**src/rtl/xgmii_rx_frame_stats.sv**
```systemverilog
// rtl/xgmii_rx_frame_stats.sv - XGMII receive frame delimiter with per-frame length/error records,
// wrapping good/bad frame counters and a stretched activity LED.
module xgmii_rx_frame_stats #(
  parameter int MIN_LEN     = 64,
  parameter int MAX_LEN     = 1518,
  parameter int LED_STRETCH = 24
) (
  input  logic        xgmii_clk,
  input  logic        sys_rst_n,
  input  logic [63:0] xgmii_rxd,
  input  logic [7:0]  xgmii_rxc,
  input  logic [7:0]  xphy_status,
  output logic        stat_valid,
  output logic [15:0] stat_len,
  output logic [3:0]  stat_err,
  output logic [31:0] frame_cnt,
  output logic [31:0] err_cnt,
  output logic        led_activity
);
  typedef enum logic {IDLE, FRAME} state_t;

  localparam logic [16:0] R_MAX = '1;
  localparam logic [15:0] MIN_L = 16'(MIN_LEN);
  localparam logic [15:0] MAX_L = 16'(MAX_LEN);

  state_t      state_q, state_d;
  logic [16:0] r_q, r_d;
  logic        bad_q, bad_d;
  logic [7:0]  is_start, is_term, is_bad;
  logic [3:0]  term_any, term_s0, term_s4;
  logic        lock;
  logic        close, close_abort, close_bad;
  logic [16:0] close_r, len_full;
  logic [15:0] close_len;
  logic [3:0]  close_err;
  logic [LED_STRETCH-1:0] led_q;
  logic        unused_status;

  function automatic logic [16:0] sat_add(input logic [16:0] a, input logic [16:0] b);
    logic [17:0] s;
    s = {1'b0, a} + {1'b0, b};
    return s[17] ? R_MAX : s[16:0];
  endfunction

  // {found, lane} of the lowest set bit of v.
  function automatic logic [3:0] lowest(input logic [7:0] v);
    logic [3:0] res;
    res = 4'd0;
    for (int i = 7; i >= 0; i--) if (v[i]) res = {1'b1, 3'(i)};
    return res;
  endfunction

  function automatic logic [7:0] below(input logic [2:0] k);
    return (8'd1 << k) - 8'd1;
  endfunction

  assign lock          = xphy_status[0];
  assign unused_status = ^xphy_status[7:1];

  always_comb begin
    is_start = '0;
    is_term  = '0;
    is_bad   = '0;
    for (int i = 0; i < 8; i++) begin
      is_term[i]  = xgmii_rxc[i] && (xgmii_rxd[8*i +: 8] == 8'hFD);
      is_start[i] = (i == 0 || i == 4) && xgmii_rxc[i] && (xgmii_rxd[8*i +: 8] == 8'hFB);
      is_bad[i]   = xgmii_rxc[i] && (xgmii_rxd[8*i +: 8] != 8'h07) && !is_term[i] && !is_start[i];
    end
  end

  assign term_any = lowest(is_term);
  assign term_s0  = lowest(is_term & 8'hFE);
  assign term_s4  = lowest(is_term & 8'hE0);

  always_comb begin
    state_d     = state_q;
    r_d         = r_q;
    bad_d       = bad_q;
    close       = 1'b0;
    close_abort = 1'b0;
    close_r     = r_q;
    close_bad   = bad_q;
    case (state_q)
      IDLE: begin
        if (lock && is_start[0]) begin
          if (term_s0[3]) begin
            close     = 1'b1;
            close_r   = 17'(term_s0[2:0]) - 17'd1;
            close_bad = |(is_bad & 8'hFE & below(term_s0[2:0]));
          end else begin
            state_d = FRAME;
            r_d     = 17'd7;
            bad_d   = |(is_bad & 8'hFE);
          end
        end else if (lock && is_start[4]) begin
          if (term_s4[3]) begin
            close     = 1'b1;
            close_r   = 17'(term_s4[2:0]) - 17'd5;
            close_bad = |(is_bad & 8'hE0 & below(term_s4[2:0]));
          end else begin
            state_d = FRAME;
            r_d     = 17'd3;
            bad_d   = |(is_bad & 8'hE0);
          end
        end
      end
      FRAME: begin
        if (!lock) begin
          close       = 1'b1;
          close_abort = 1'b1;
          state_d     = IDLE;
        end else if (is_start[0]) begin
          close       = 1'b1;
          close_abort = 1'b1;
          r_d         = 17'd7;
          bad_d       = |(is_bad & 8'hFE);
        end else if (term_any[3] && (!is_start[4] || term_any[2:0] < 3'd4)) begin
          close     = 1'b1;
          close_r   = sat_add(r_q, 17'(term_any[2:0]));
          close_bad = bad_q | (|(is_bad & below(term_any[2:0])));
          // A START in lane 4 behind the terminator opens the next frame in the same word.
          if (is_start[4]) begin
            r_d   = 17'd3;
            bad_d = |(is_bad & 8'hE0);
          end else begin
            state_d = IDLE;
          end
        end else if (is_start[4]) begin
          close       = 1'b1;
          close_abort = 1'b1;
          close_r     = sat_add(r_q, 17'd4);
          close_bad   = bad_q | (|is_bad[3:0]);
          r_d         = 17'd3;
          bad_d       = |(is_bad & 8'hE0);
        end else begin
          r_d   = sat_add(r_q, 17'd8);
          bad_d = bad_q | (|is_bad);
        end
      end
      default: state_d = IDLE;
    endcase
  end

  always_comb begin
    len_full  = (close_r >= 17'd7) ? close_r - 17'd7 : 17'd0;
    close_len = len_full[16] ? 16'hFFFF : len_full[15:0];
    close_err = {close_len > MAX_L, close_len < MIN_L, close_abort, close_bad};
  end

  always_ff @(posedge xgmii_clk or negedge sys_rst_n) begin
    if (!sys_rst_n) begin
      state_q <= IDLE;
      r_q     <= '0;
      bad_q   <= 1'b0;
    end else begin
      state_q <= state_d;
      r_q     <= r_d;
      bad_q   <= bad_d;
    end
  end

  always_ff @(posedge xgmii_clk or negedge sys_rst_n) begin
    if (!sys_rst_n) begin
      stat_valid <= 1'b0;
      stat_len   <= '0;
      stat_err   <= '0;
      frame_cnt  <= '0;
      err_cnt    <= '0;
      led_q      <= '0;
    end else begin
      stat_valid <= close;
      if (close) begin
        stat_len <= close_len;
        stat_err <= close_err;
        if (close_err == 4'd0) frame_cnt <= frame_cnt + 32'd1;
        else                   err_cnt   <= err_cnt + 32'd1;
        led_q <= '1;
      end else if (led_q != '0) begin
        led_q <= led_q - LED_STRETCH'(1);
      end
    end
  end

  assign led_activity = |led_q;

endmodule

```
**config.mk**
```make
export PLATFORM = sky130hd
export DESIGN_NAME = xgmii_rx_frame_stats
export DESIGN_NICKNAME = d
export VERILOG_FILES = /design/src/rtl/xgmii_rx_frame_stats.sv
export SDC_FILE = /design/constraint.sdc
export NUM_CORES = 1
export LEC_CHECK = 0
export BUFFER_PORTS_ARGS = -buffer_cell sky130_fd_sc_hd__buf_2
export CORE_MARGIN = 8
export CORE_UTILIZATION = 52
export DETAILED_ROUTE_END_ITERATION = 6
export PLACE_DENSITY = 0.85
export SLEW_MARGIN = 20
export SYNTH_ARGS = -nofsm -noshare
export SYNTH_HDL_FRONTEND = slang
export SYNTH_SLANG_ARGS = --single-unit
export TNS_END_PERCENT = 100
```
**constraint.sdc**
```tcl
create_clock -name xgmii_clk -period 11.4 [get_ports xgmii_clk]
set_input_delay 2.85 -clock xgmii_clk [delete_from_list [all_inputs] [get_ports xgmii_clk]]
set_output_delay 2.85 -clock xgmii_clk [all_outputs]
set_load 0.01 [all_outputs]
```
### Word-level counts from Yosys, hierarchy flattened

Cells that the tools add are included.

| cells by class | value |
|---|---|
| bitwise gates (word level) | 8 |
| $add $sub $neg | 12 |
| reduce and logical (&&, ||, !) cells | 56 |
| shift-type cells | 3 |
| magnitude comparators | 4 |
| eq/ne operators | 23 |
| mux-type cells | 74 |

Operators by type and width:

| cell | number |
|---|---|
| two-way mux 17 bit | 21 |
| equality test 8 bit (second input constant) | 10 |
| one-hot mux 17 bit (2 select lines) | 2 |
| adder 32 x 1 -> 32 bit (second input constant) | 2 |
| != test 8 x 3 -> 1 bit (second input constant) | 8 |
| two-way mux 24 bit | 2 |
| two-way mux 1 bit | 36 |
| two-way mux 4 bit | 8 |
| OR reduction 8 bit | 4 |
| logical AND 1 bit | 31 |
| AND 8 bit | 3 |
| nonzero test 24 bit | 1 |
| OR reduction 24 bit | 1 |
| << shifter 1 x 3 -> 8 bit (first input constant) | 3 |
| subtractor 24 x 1 -> 24 bit (second input constant) | 1 |
| subtractor 8 x 1 -> 8 bit (second input constant) | 3 |
| adder 17 x 3 -> 18 bit | 1 |
| adder 17 x 3 -> 18 bit (second input constant) | 1 |
| adder 17 x 4 -> 18 bit (second input constant) | 1 |
| >= comparator 17 x 3 -> 1 bit (second input constant) | 1 |
| subtractor 17 x 3 -> 17 bit (second input constant) | 1 |
| > comparator 16 x 11 -> 1 bit (second input constant) | 1 |
| less-than comparator 16 x 7 -> 1 bit (second input constant) | 1 |
| two-way mux 16 bit | 1 |
| other kinds (18) | 36 |

| word-level totals | value |
|---|---|
| register bits | 128 |
| word-level logic and storage cells | 189 |

### Longest topological paths before layout

| logic depth | value |
|---|---|
| depth in word-level cells | 24 |
| mapped depth | 28 |
| mapped depth without buffers | 24 |

### Worst setup path before layout

Ideal clock, no wire load.

| timing path | value |
|---|---|
| kind | input-to-reg |
| start | input port xgmii_rxd[49] |
| end | register frame_cnt[29] |
| stages | 22 |
| setup time | 0.079 ns |
| data required time | 11.321 ns |
| data arrival time | 8.329 ns |
| path slack | 2.992 ns |
| cells stage by stage | nand2b_4 > or4_1 > a211oi_1 > o21ai_1 > nor2_1 > ha_1 > a21oi_1 > o21ai_1 > a21o_1 > o31ai_4 > nor2_1 > ha_1 > a31oi_2 > nand4_1 > or3_1 > and4_1 > o31a_1 > or4_1 > clkbuf_1 > buf_6 > nor4_2 > xor2_1 |

| on the way | value |
|---|---|
| word-level cells in the longest chain between the ends | 22 |
| elaborated cells between the ends (all ways) | 69 |
| those cells by class | 7 x add/sub; 4 x order compare; 2 x eq/ne; 3 x shift; 38 x mux; 4 x bitwise; 11 x reduce/logical |

RTL lines:

| element | RTL line | RTL |
|---|---|---|
| from (decl) | 10 | `input logic [63:0] xgmii_rxd,` |
| branches (longest 21 deep; another with adder 17 x 3 -> 18 bit) | n/a |  |
| AND reduction 2 bit (no source line) (*) | n/a |  |
| to (signal assigned) | 175 | `if (close_err == 4'd0) frame_cnt <= frame_cnt + 32'd1;` |
| to (decl) | 16 | `output logic [31:0] frame_cnt,` |

Every way passes the cells marked *.
A chain may end at the register's enable or synchronous reset.

### Worst setup path in the final report

| timing path | value |
|---|---|
| start | input port xgmii_rxd[49] |
| end | register frame_cnt[27] |

Same word-level chain as after synthesis.

==> load_flow_metrics.sql <==
INSERT INTO impl_metrics (metric_group, metric, value, unit) VALUES
('worst_setup_path', 'setup.worst_path.end_class', 'flip-flop', ''),
('worst_setup_path', 'critical_path.startpoint_type', 'input pin', ''),
('logic_synthesis', 'yosys.area_share.xor_xnor', '8.66', '%'),
('finish', 'multi_input_comb_area', '0.00572', 'sq mm'),
('floorplanning', 'die_footprint', '0.0224', 'sq mm'),
('logic_synthesis', 'synth_fp_nets', '1210', ''),
('logic_synthesis', 'synth_compound_area_share', '23.1', '%'),
('place', 'gp_congestion', '1.00', ''),
('clocking', 'clock_buffer_count_from_cts', '17', ''),
('clocking', 'worst_path_clk_slew', '0.06', 'ns'),
('worst_hold_path', 'min-delay-start', 'frame_cnt[31]', ''),
('clocking', 'tritoncts', 'yes', ''),
('floorplanning', 'initial_standard_cell_utilization_of_the_core', '52.3', '%'),
('worst_setup_path', 'cp_data_required_time', '11.75', 'ns'),
('finish', 'mostFrequentLayoutCells', 'sky130_fd_sc_hd__buf_2, sky130_fd_sc_hd__dfrtp_1, sky130_fd_sc_hd__nand2_1', ''),
('logic_synthesis', 'part_of_the_yosys_area_used_for_sequential_elements', '34.2', '%'),
('floorplanning', 'floorplan.io_pins', '168', ''),
('sta', 'timing.final.hold_violations', '0', ''),
('floorplanning', 'placement_rows', '49', ''),
('worst_setup_path', 'worst_path_dominant_cell_family', 'simple AND/OR/NAND/NOR gates', ''),
('place', 'dp_hpwl', '20.5', 'mm'),
('sta', 'timing_max_transition_violations_final', '0', ''),
('drt', 'finalWirelength', '28.5', 'mm'),
('finish', 'fraction_of_final_layout_cells_sized_beyond_drive_strength_1', '19.5', '%'),
('finish', 'most_frequent_standard_cell_in_the_layout_excluding_fill_and_tap_cells', 'sky130_fd_sc_hd__buf_2', ''),
('logic_synthesis', 'synth_simple_gate_area_share', '27.1', '%'),
('worst_setup_path', 'worst_path_bufs_invs', '1', ''),
('sta', 'fmaxAchievable', '0.105', 'GHz'),
('worst_setup_path', 'setup.reg_to_reg.worst_slack', '4.23', 'ns'),
('finish', 'seqCellArea', '0.00318', 'sq mm'),
('clocking', 'ctsLongestPathBuffers', '2', ''),
('clocking', 'post_cts.resized_instances', '0', ''),
('worst_hold_path', 'hold_path.class', 'reg -> reg', ''),
('worst_setup_path', 'critical_path_class', 'in -> reg', ''),
('sta', 'fin_crit', '9.56', 'ns'),
('clocking', 'cts_hold_buffers', '0', ''),
('global_route', 'overflow', '0', ''),
('worst_setup_path', 'worst-r2r-cell-count', '15', ''),
('finish', 'n_antenna_cell', '0', ''),
('global_route', 'maximum_number_of_pins_on_one_net_before_global_route_repair', '76', ''),
('logic_synthesis', 'share_of_async_settable_or_async_resettable_flops_after_synthesis', '100', '%'),
('finish', 'area_delta_synth_final', '15.5', '%'),
('sta', 'fin_skew', '0.00853', 'ns'),
('drt', 'drc_errors', '0', ''),
('drt', 'first_pass_iters', '6', ''),
('power', 'ir_worst_vdd', '116', 'uV'),
('sta', 'grt_setup_unrepaired', 'false', ''),
('sta', 'final_critical_path_setup_slack', '1.84', 'ns'),
('floorplanning', 'design.core.area', '0.0178', 'sq mm'),
('logic_synthesis', 'largest_family_of_logic_cells_by_synthesized_area', 'simple AND/OR/NAND/NOR gates', ''),
('drt', 'wire_per_inst', '19.2', 'um'),
('logic_synthesis', 'synth_edf_count', '0', ''),
('sta', 'slew_headroom', '35.5', '%'),
('sta', 'finalCritPeriodShare', '83.8', '%'),
('sta', 'setup_viol_count_final', '0', ''),
('worst_hold_path', 'timing.hold.worst_endpoint', 'frame_cnt[31]', ''),
('floorplanning', 'die_h', '150', 'um'),
('logic_synthesis', 'synthesis.yosys.warnings', '0', ''),
('worst_setup_path', 'r2r-start', 'r_q[4]', ''),
('finish', 'fin_nets', '1336', ''),
('worst_hold_path', 'timing.hold.worst_path_depth', '1', ''),
('place', 'place_area', '0.0102', 'sq mm'),
('run_status', 'outcome', 'finished clean', ''),
('worst_setup_path', 'crit_path_top_delay_cell', 'sky130_fd_sc_hd__or4_2', ''),
('sta', 'final.setup.tns', '0', 'ns'),
('worst_setup_path', 'critical_path.max_fanout', '31', ''),
('sta', 'worst_slew_pin_slew', '0.967', 'ns'),
('drt', 'antenna_violating_nets_post_route', '0', ''),
('global_route', 'antenna_violations_before_repair', '0', ''),
('logic_synthesis', 'synthMuxAreaShare', '0.242', '%'),
('power', 'post-layout-total-power', '1310', 'uW');
worst register-to-register path, stage by stage (launching register included):
cell	delay (ns)
sky130_fd_sc_hd__dfrtp_1	0.52
sky130_fd_sc_hd__ha_1	0.37
sky130_fd_sc_hd__and4_1	0.32
sky130_fd_sc_hd__nor2b_1	0.46
sky130_fd_sc_hd__nand2_1	0.60
sky130_fd_sc_hd__o211ai_1	0.71
sky130_fd_sc_hd__a211oi_1	0.30
sky130_fd_sc_hd__nor3_1	0.51
sky130_fd_sc_hd__nand3_1	0.25
sky130_fd_sc_hd__o21ai_0	0.33
sky130_fd_sc_hd__or4_1	0.47
sky130_fd_sc_hd__nand3_1	0.28
sky130_fd_sc_hd__a311o_1	0.40
sky130_fd_sc_hd__or4_2	0.92
sky130_fd_sc_hd__nor4_1	0.47
sky130_fd_sc_hd__xor2_1	0.17
power by group:
part	internal [uW]	switching [uW]
clock network	284	213
logic	102	163
registers	498	48.9
how the worst max path moves through the flow:
stage,cells past startpoint,end
2_1_floorplan,22,frame_cnt[29]
3_3_place_gp,21,frame_cnt[27]
3_5_place_dp,21,frame_cnt[27]
4_1_cts,21,frame_cnt[22]
5_1_grt,21,frame_cnt[27]
6_report,21,frame_cnt[27]
cell usage after synthesis (8+ instances only):
cell type | n | area (sq um)
sky130_fd_sc_hd__nand2b_1 | 8 | 50.1
sky130_fd_sc_hd__and4_1 | 11 | 96.3
sky130_fd_sc_hd__a211oi_1 | 13 | 97.6
sky130_fd_sc_hd__or4_1 | 21 | 158
sky130_fd_sc_hd__nor3_1 | 38 | 190
sky130_fd_sc_hd__o31ai_1 | 13 | 97.6
sky130_fd_sc_hd__xnor2_1 | 30 | 263
sky130_fd_sc_hd__and3_1 | 29 | 181
sky130_fd_sc_hd__a2111oi_0 | 19 | 166
sky130_fd_sc_hd__nor4_2 | 10 | 125
sky130_fd_sc_hd__buf_2 | 12 | 60.1
sky130_fd_sc_hd__nand4_1 | 24 | 150
sky130_fd_sc_hd__clkbuf_1 | 45 | 169
sky130_fd_sc_hd__nand3_1 | 59 | 295
sky130_fd_sc_hd__dfrtp_1 | 127 | 3180
sky130_fd_sc_hd__ha_1 | 14 | 175
sky130_fd_sc_hd__o211ai_1 | 8 | 60.1
sky130_fd_sc_hd__nor2_1 | 69 | 259
sky130_fd_sc_hd__xor2_1 | 62 | 543
sky130_fd_sc_hd__nand4b_1 | 8 | 70.1
sky130_fd_sc_hd__o21ai_0 | 75 | 375
sky130_fd_sc_hd__or3_1 | 21 | 131
sky130_fd_sc_hd__nor4_1 | 12 | 75.1
sky130_fd_sc_hd__a21oi_1 | 63 | 315
sky130_fd_sc_hd__a31oi_1 | 22 | 138
sky130_fd_sc_hd__inv_1 | 34 | 128
sky130_fd_sc_hd__nand2_1 | 124 | 465
sky130_fd_sc_hd__nor3b_1 | 8 | 60.1
logic make-up (layout without fill, tap and decap cells):
logic type | Yosys count | after routing
and+or+nand+nor | 468 | 468
muxes | 2 | 2
xor gates and xnor gates | 92 | 92
adders and majority gates | 16 | 16
buffers and inverters | 100 | 239
AOI/OAI and AO/OA | 308 | 308
DFF | 127 | 127
area by class of cell:
| type | count | area share, % |
|---|---|---|
| multi-input combinational | 886 | 53.3 |
| sequential | 127 | 29.6 |
| timing repair buffer | 172 | 8.31 |
| clock buffer | 20 | 4.16 |
| tap | 229 | 2.67 |
| inverter | 35 | 1.22 |
| clock inverter | 12 | 0.804 |
flip-flops by register name (all words and copies together) (netlist names), 4 cells and up:
signal     count
stat_err       4
frame_cnt     32
err_cnt       32
led_q         24
r_q           16
stat_len      16
per-layer routing:
layer / routed length [um] / global-route usage, %
met1: 11700 / 32.9
met2: 13400 / 41.2
met3: 2570 / 5.26
met4: 803 / 9.70
met5: 0 / 0
metrics by stage:
stage | hold WS (ns) | util, % | instances
2_1_floorplan | 0.477 | - | 1113
3_3_place_gp | 0.449 | 57.4 | 1449
3_5_place_dp | 0.461 | 57.4 | 1449
4_1_cts | 0.468 | 60.4 | 1481
6_report | 0.471 | 60.4 | 1481
5_1_grt | 0.478 | 60.4 | 1481
(Power assumes the default switching activity.)
